[config.mk]
export PLATFORM = sky130hd
export DESIGN_NAME = sd_card_cmd_responder
export DESIGN_NICKNAME = d
export VERILOG_FILES = /design/src/rtl/sd_card_cmd_responder.sv
export SDC_FILE = /design/constraint.sdc
export NUM_CORES = 1
export LEC_CHECK = 0
export ABC_AREA = 1
export BUFFER_PORTS_ARGS = -buffer_cell sky130_fd_sc_hd__buf_2
export CORE_UTILIZATION = 48
export DETAILED_ROUTE_END_ITERATION = 12
export GPL_ROUTABILITY_DRIVEN = 1
export GPL_TIMING_DRIVEN = 0
export PLACE_DENSITY = 0.74
export SYNTH_ARGS = -nofsm -noshare
export SYNTH_HDL_FRONTEND = slang
export SYNTH_SLANG_ARGS = --single-unit
[constraint.sdc]
create_clock -name clock -period 2.3 [get_ports clock]
set_input_delay 0.23 -clock clock [delete_from_list [all_inputs] [get_ports clock]]
set_output_delay 0.23 -clock clock [all_outputs]
set_load 0.01 [all_outputs]
[src/rtl/sd_card_cmd_responder.sv]
// Card-side SD CMD endpoint: receives 48-bit host commands, checks framing/CRC7, returns R1-R7 or R2 frames.
// Latency: cmd_valid one cycle after the end bit; start bit NCR cycles after resp_ack. No backpressure: waits in WAIT_RESP until resp_valid.
module sd_card_cmd_responder #(
  parameter int NCR = 2
) (
  input  logic         clock,
  input  logic         reset,
  input  logic         cmd_pin_in,
  output logic         cmd_pin_out,
  output logic         cmd_oe,
  output logic         cmd_valid,
  output logic [5:0]   cmd_index,
  output logic [31:0]  cmd_argument,
  output logic         crc_error,
  input  logic         resp_valid,
  input  logic [1:0]   resp_type,
  input  logic [5:0]   resp_index,
  input  logic [127:0] resp_data,
  output logic         resp_ack,
  output logic         busy
);

  typedef enum logic [2:0] {
    IDLE,
    RX,
    CHECK,
    WAIT_RESP,
    NCR_WAIT,
    TX
  } state_t;

  state_t         state;
  logic [5:0]     rx_cnt;
  logic [45:0]    rx_sr;
  logic [6:0]     rx_crc;
  logic           tx_long;
  logic [135:0]   tx_sr;
  logic [6:0]     tx_crc;
  logic [7:0]     tx_cnt;
  logic [6:0]     ncr_cnt;

  logic [7:0]     tx_last;
  logic [7:0]     crc_lo;
  logic [7:0]     crc_hi;
  logic [7:0]     tx_n;
  logic           tx_in_data;
  logic           tx_in_crc;
  logic           tx_bit;
  logic           tx_emit;

  function automatic logic [6:0] crc7_step(input logic [6:0] c, input logic b);
    return {c[5:0], 1'b0} ^ ((b ^ c[6]) ? 7'h09 : 7'h00);
  endfunction

  // tx_n is the frame position about to be driven; the CRC field is produced from tx_crc.
  always_comb begin
    tx_last    = tx_long ? 8'd135 : 8'd47;
    crc_lo     = tx_long ? 8'd8   : 8'd0;
    crc_hi     = tx_long ? 8'd128 : 8'd40;
    tx_n       = (state == TX) ? (tx_cnt + 8'd1) : 8'd0;
    tx_in_data = (tx_n < crc_hi);
    tx_in_crc  = !tx_in_data && (tx_n < tx_last);
    tx_bit     = tx_in_data ? tx_sr[135] : (tx_in_crc ? tx_crc[6] : 1'b1);
    tx_emit    = ((state == NCR_WAIT) && (ncr_cnt == 7'd1)) ||
                 ((state == TX) && (tx_cnt != tx_last));
  end

  assign busy = (state != IDLE);

  always_ff @(posedge clock) begin
    if (reset) begin
      state        <= IDLE;
      cmd_pin_out  <= 1'b1;
      cmd_oe       <= 1'b0;
      cmd_valid    <= 1'b0;
      crc_error    <= 1'b0;
      resp_ack     <= 1'b0;
      cmd_index    <= 6'd0;
      cmd_argument <= 32'd0;
      rx_cnt       <= 6'd0;
      rx_sr        <= 46'd0;
      rx_crc       <= 7'd0;
      tx_long      <= 1'b0;
      tx_sr        <= 136'd0;
      tx_crc       <= 7'd0;
      tx_cnt       <= 8'd0;
      ncr_cnt      <= 7'd0;
    end else begin
      cmd_valid <= 1'b0;
      crc_error <= 1'b0;
      resp_ack  <= 1'b0;

      case (state)
        IDLE: begin
          if (!cmd_pin_in) begin
            rx_sr  <= 46'd0;
            rx_crc <= 7'd0;
            rx_cnt <= 6'd46;
            state  <= RX;
          end
        end

        RX: begin
          rx_sr <= {rx_sr[44:0], cmd_pin_in};
          if ((rx_cnt == 6'd46) && !cmd_pin_in) begin
            state <= IDLE;
          end else begin
            if (rx_cnt >= 6'd8) begin
              rx_crc <= crc7_step(rx_crc, cmd_pin_in);
            end
            if (rx_cnt == 6'd0) begin
              state <= CHECK;
            end else begin
              rx_cnt <= rx_cnt - 6'd1;
            end
          end
        end

        CHECK: begin
          if ((rx_sr[7:1] == rx_crc) && rx_sr[0]) begin
            cmd_index    <= rx_sr[45:40];
            cmd_argument <= rx_sr[39:8];
            cmd_valid    <= 1'b1;
            state        <= WAIT_RESP;
          end else begin
            crc_error <= 1'b1;
            state     <= IDLE;
          end
        end

        WAIT_RESP: begin
          if (resp_valid) begin
            resp_ack <= 1'b1;
            if ((resp_type == 2'b01) || (resp_type == 2'b10)) begin
              tx_long <= (resp_type == 2'b10);
              if (resp_type == 2'b10) begin
                tx_sr <= {8'h3F, resp_data[127:8], 8'd0};
              end else begin
                tx_sr <= {2'b00, resp_index, resp_data[31:0], 96'd0};
              end
              tx_crc  <= 7'd0;
              ncr_cnt <= 7'(NCR);
              state   <= NCR_WAIT;
            end else begin
              state <= IDLE;
            end
          end
        end

        NCR_WAIT: begin
          if (ncr_cnt == 7'd1) begin
            cmd_oe <= 1'b1;
            tx_cnt <= tx_n;
            state  <= TX;
          end else begin
            ncr_cnt <= ncr_cnt - 7'd1;
          end
        end

        TX: begin
          if (tx_cnt == tx_last) begin
            cmd_oe      <= 1'b0;
            cmd_pin_out <= 1'b1;
            state       <= IDLE;
          end else begin
            tx_cnt <= tx_n;
          end
        end

        default: state <= IDLE;
      endcase

      // Frame bits ahead of the CRC field come from tx_sr and feed the CRC as they leave.
      if (tx_emit) begin
        cmd_pin_out <= tx_bit;
        if (tx_in_data) begin
          tx_sr <= {tx_sr[134:0], 1'b0};
          if (tx_n >= crc_lo) begin
            tx_crc <= crc7_step(tx_crc, tx_bit);
          end
        end else if (tx_in_crc) begin
          tx_crc <= {tx_crc[5:0], 1'b0};
        end
      end
    end
  end

endmodule

==> results.rst <==
.. list-table::
   :header-rows: 1

   * - Metric
     - Value
   * - Worst-Skew Late Latency
     - 540 ps
   * - Post-Route Utilization
     - roughly two thirds
   * - Slew HR
     - approximately 46%
   * - Fin crit share
     - 114%
   * - Fmax achieved
     - 0.383 GHz
   * - Most frequent cells in the layout
     - nand2_1, dfxtp_1, buf_2
   * - CP Data Arrival Time
     - 3050 ps
   * - Async set-reset flop share out of synthesis
     - 0%
   * - Outcome
     - finished with violations
   * - Prevailing post-synth register cell
     - dfxtp_1
   * - Vias per inst
     - 5.38
   * - Number of slew-limit violations in the final report
     - 0
   * - RSZ-0062 raised after global routing
     - true
   * - P per Cell Area
     - 776 nW/µm²
   * - Syn-to-layout area delta
     - 33.4%
   * - Weighted congestion at the end of routability-driven global placement
     - 0.877
   * - Worst supply voltage drop on vdd
     - 0.542 mV
   * - Post-synthesis sequential element count
     - between 200 and 300
   * - Setup slack, reg-to-reg
     - -310 ps
   * - Overall global routing resource usage
     - 26.5%
   * - Min Clock Period, post-route
     - 2610 ps
   * - Initial antenna violation count
     - 0
   * - Post-synth EDFFs
     - 0
   * - FP Rows
     - 56
   * - Synthesized netlist cell count
     - 1,571
   * - Worst clock skew
     - 5.24 ps
   * - Clock transition time at the flip-flop clock pins of the worst setup and hold paths
     - 60 ps
   * - Gate power share
     - 17.9%
   * - Storage element area
     - around 5300 µm²
   * - Number of cells on the worst reg-to-reg path
     - 19
   * - Transition time at the pin with the least slew margin
     - 803 ps
   * - Sequential element share of the synthesized area
     - 46.3%
   * - Sequential group share of total power
     - between 40% and 50%
   * - Destination of the worst register-to-register timing path
     - tx_sr[96]
   * - Synth unique cells
     - 36
   * - Placed cell area
     - 12,800 µm²
   * - Post-Synthesis Mean Instance Area
     - a little over 7 µm²
   * - Post-route DRC violation count
     - 0
   * - TritonCTS Buffers
     - 28
   * - Critical Path RT
     - 2740 ps
   * - HPWL reported at the end of detailed placement
     - 22.0 mm
   * - Switch Pwr
     - 3410 µW
   * - Routed WL
     - between 30 and 40 mm
   * - Wire length of the first global-routing pass
     - 53.2 mm
   * - Part of the power in the clock network
     - 40.5%
   * - Max-capacitance violation count
     - 0
   * - Hold Path Sink
     - tx_sr[91]
   * - Fillers
     - 2,010
   * - Clock Path Buffers
     - 3
   * - Width of the die
     - 156 µm
   * - Kind of end point of the critical path
     - flip-flop
   * - Vias in the first global route
     - 11,200
   * - Standard cell core area
     - ~23,000 µm²
   * - Most frequent standard cell in the layout excluding fill and tap cells
     - nand2_1
   * - Synth Net Count
     - 1,723
   * - Biggest fanout along the worst timing path
     - 8
   * - Worst hold path depth
     - 3
   * - Min-delay worst type
     - in2reg
   * - Post-DRT Antenna Nets
     - 0
   * - Number of endpoints failing setup at the final stage
     - 143
   * - Clock Sink Count
     - ~260
   * - Internal power of the cells
     - ~8400 µW
   * - Effective utilization at floorplan
     - about half
   * - Total via count in the routed design
     - between 10,000 and 15,000
   * - Worst min-delay path startpoint
     - resp_data[91]
   * - Footprint of the multi-input gates
     - 5740 µm²
   * - YS warnings
     - 0
   * - Global route total overflow
     - 0
   * - Startpoint Class
     - flip-flop
   * - DIE AREA
     - 24,400 µm²
   * - Antenna cells
     - 0
   * - Deepest level of the CTS H-tree
     - 1
   * - Category of the critical setup timing path
     - reg2reg
   * - Maximum number of pins on one net before global-route repair
     - 15
   * - DR pass1 iterations
     - 5
   * - Net count reported at finish
     - approximately 2,000
   * - Count of port buffers added during placement
     - 182
   * - Clock tree from TritonCTS
     - yes
   * - Netlist area before placement
     - 11,400 µm²
   * - Crit Reg-Reg Startpoint
     - tx_cnt[1]
   * - Final Hold Fails
     - 0
   * - Die Span Y
     - ~160 µm
   * - Static Leak
     - 0.00589 µW
   * - Total non-filler cell area in the finished layout
     - roughly 15,000 µm²
   * - Detail-routed net length per standard cell
     - 15.2 µm
   * - Net switching fraction of the power
     - 28.8%
   * - Io pins
     - 184
   * - Violations in the final reports
     - setup timing
   * - Final critical-path setup slack
     - -313 ps
   * - Proportion of layout cells with a drive suffix above 1
     - 23.3%
   * - Root Driver
     - clkbuf_16
   * - Violation count after the first detailed-route iteration
     - 799
[worst max-delay path by stage]
stage / startpoint / end / slack [ps] / depth (start not counted)
final: tx_cnt[1] / tx_sr[96] / -310 / 19
after global routing: tx_cnt[1] / tx_sr[48] / -430 / 20
after CTS: tx_cnt[0] / tx_sr[83] / -190 / 20
after detailed placement: tx_cnt[3] / tx_sr[49] / -460 / 20
after global placement: tx_cnt[3] / tx_sr[54] / -450 / 20
after floorplan: tx_cnt[2] / tx_sr[32] / -60 / 20
[cell families (layout without fill, tap and decap cells)]
group	count (synthesis)	after routing	share of synthesized area, %
compound gates	353	353	18.0
xor+xnor	9	9	0.691
fa+ha+maj	12	12	1.32
buf+inv	212	520	7.70
flops	264	264	46.3
simple gates	721	721	26.0
[state kept, by name, summed over array words and instances, names as in the netlist, 6 cells and up]
name / cells
cmd_argument: 32
cmd_index: 6
ncr_cnt: 7
rx_cnt: 6
rx_crc: 7
rx_sr: 46
tx_cnt: 8
tx_crc: 7
tx_sr: 136
[per-layer routing]
layer / track usage [%] / vias up / routed length, µm
li1: - / 5849 / -
met1: 33.1 / 5485 / 14100
met2: 45.7 / 423 / 16100
met3: 4.25 / 78 / 2080
met4: 10.3 / 0 / 1070
met5: 0 / - / 0
[layout make-up]
| class | instances | share of cell area (%) |
|---|---|---|
| Multi-Input combinational cell | 1095 | 37.7 |
| Sequential cell | 264 | 34.8 |
| Clock inverter | 10 | 0.887 |
| Timing Repair Buffer | 262 | 11.4 |
| Buffer | 109 | 4.36 |
| Tap cell | 319 | 2.62 |
| Clock buffer | 41 | 5.65 |
| Inverter | 98 | 2.58 |
[cell usage after synthesis, types with 11 or more instances]
library cell,n,area share [%]
nand2_1,370,12
dfxtp_1,264,46
nor2_1,184,6.1
nand3_1,137,6.0
a21oi_1,102,4.5
o21ai_0,99,4.3
inv_1,85,2.8
clkbuf_1,76,2.5
a31oi_1,71,3.9
a311oi_1,34,2.6
buf_2,27,1.2
o21ai_1,19,0.83
ha_1,12,1.3
inv_2,12,0.39
nor3_1,12,0.53
o211ai_1,11,0.72
[per-stage QoR]
step                      TNS, ps  setup slack (ps)  power, µW  cells  hold slack, ps
after floorplan             -3950             -63.6       6260   1571             369
after global placement     -53980              -451       6820   2072             441
after detailed placement   -55110              -464       6860   2072             460
after CTS                  -17170              -194      11800   2191           0.221
after global routing       -50420              -429      12300   2198            1.38
final                      -30580              -313      11800   2198           0.423
[power by group through the flow]
stage | Clock [µW] | Combinational [µW] | Sequential [µW]
final | 4790 | 2110 | 4920
after global routing | 5030 | 2340 | 4940
after CTS | 4830 | 2010 | 4910
after detailed placement | 0 | 1840 | 5010
after global placement | 0 | 1810 | 5010
after floorplan | 0 | 1270 | 5000
[timing repair]
item	4_1_cts	5_1_grt
pin swaps	25	28
setup buffers	26	9
hold buffers	40	0
resized for setup	87	93
gates cloned	3	2
endpoints found under the hold margin	40	0
endpoints found under the setup margin	145	193
[critical path: stages, from the launching register on]
cell	delay, ps
dfxtp_4	360
nand3_4	80
nor2_4	150
nand2_2	90
inv_2	90
nand3_2	80
nand3_2	100
inv_2	60
ha_4	260
inv_2	40
nor3b_2	170
nand3_2	110
nand2_2	110
inv_4	50
nand2_8	120
buf_12	120
buf_12	140
buf_8	110
nor2_1	40
a311oi_1	220
(Power assumes the default switching activity.)
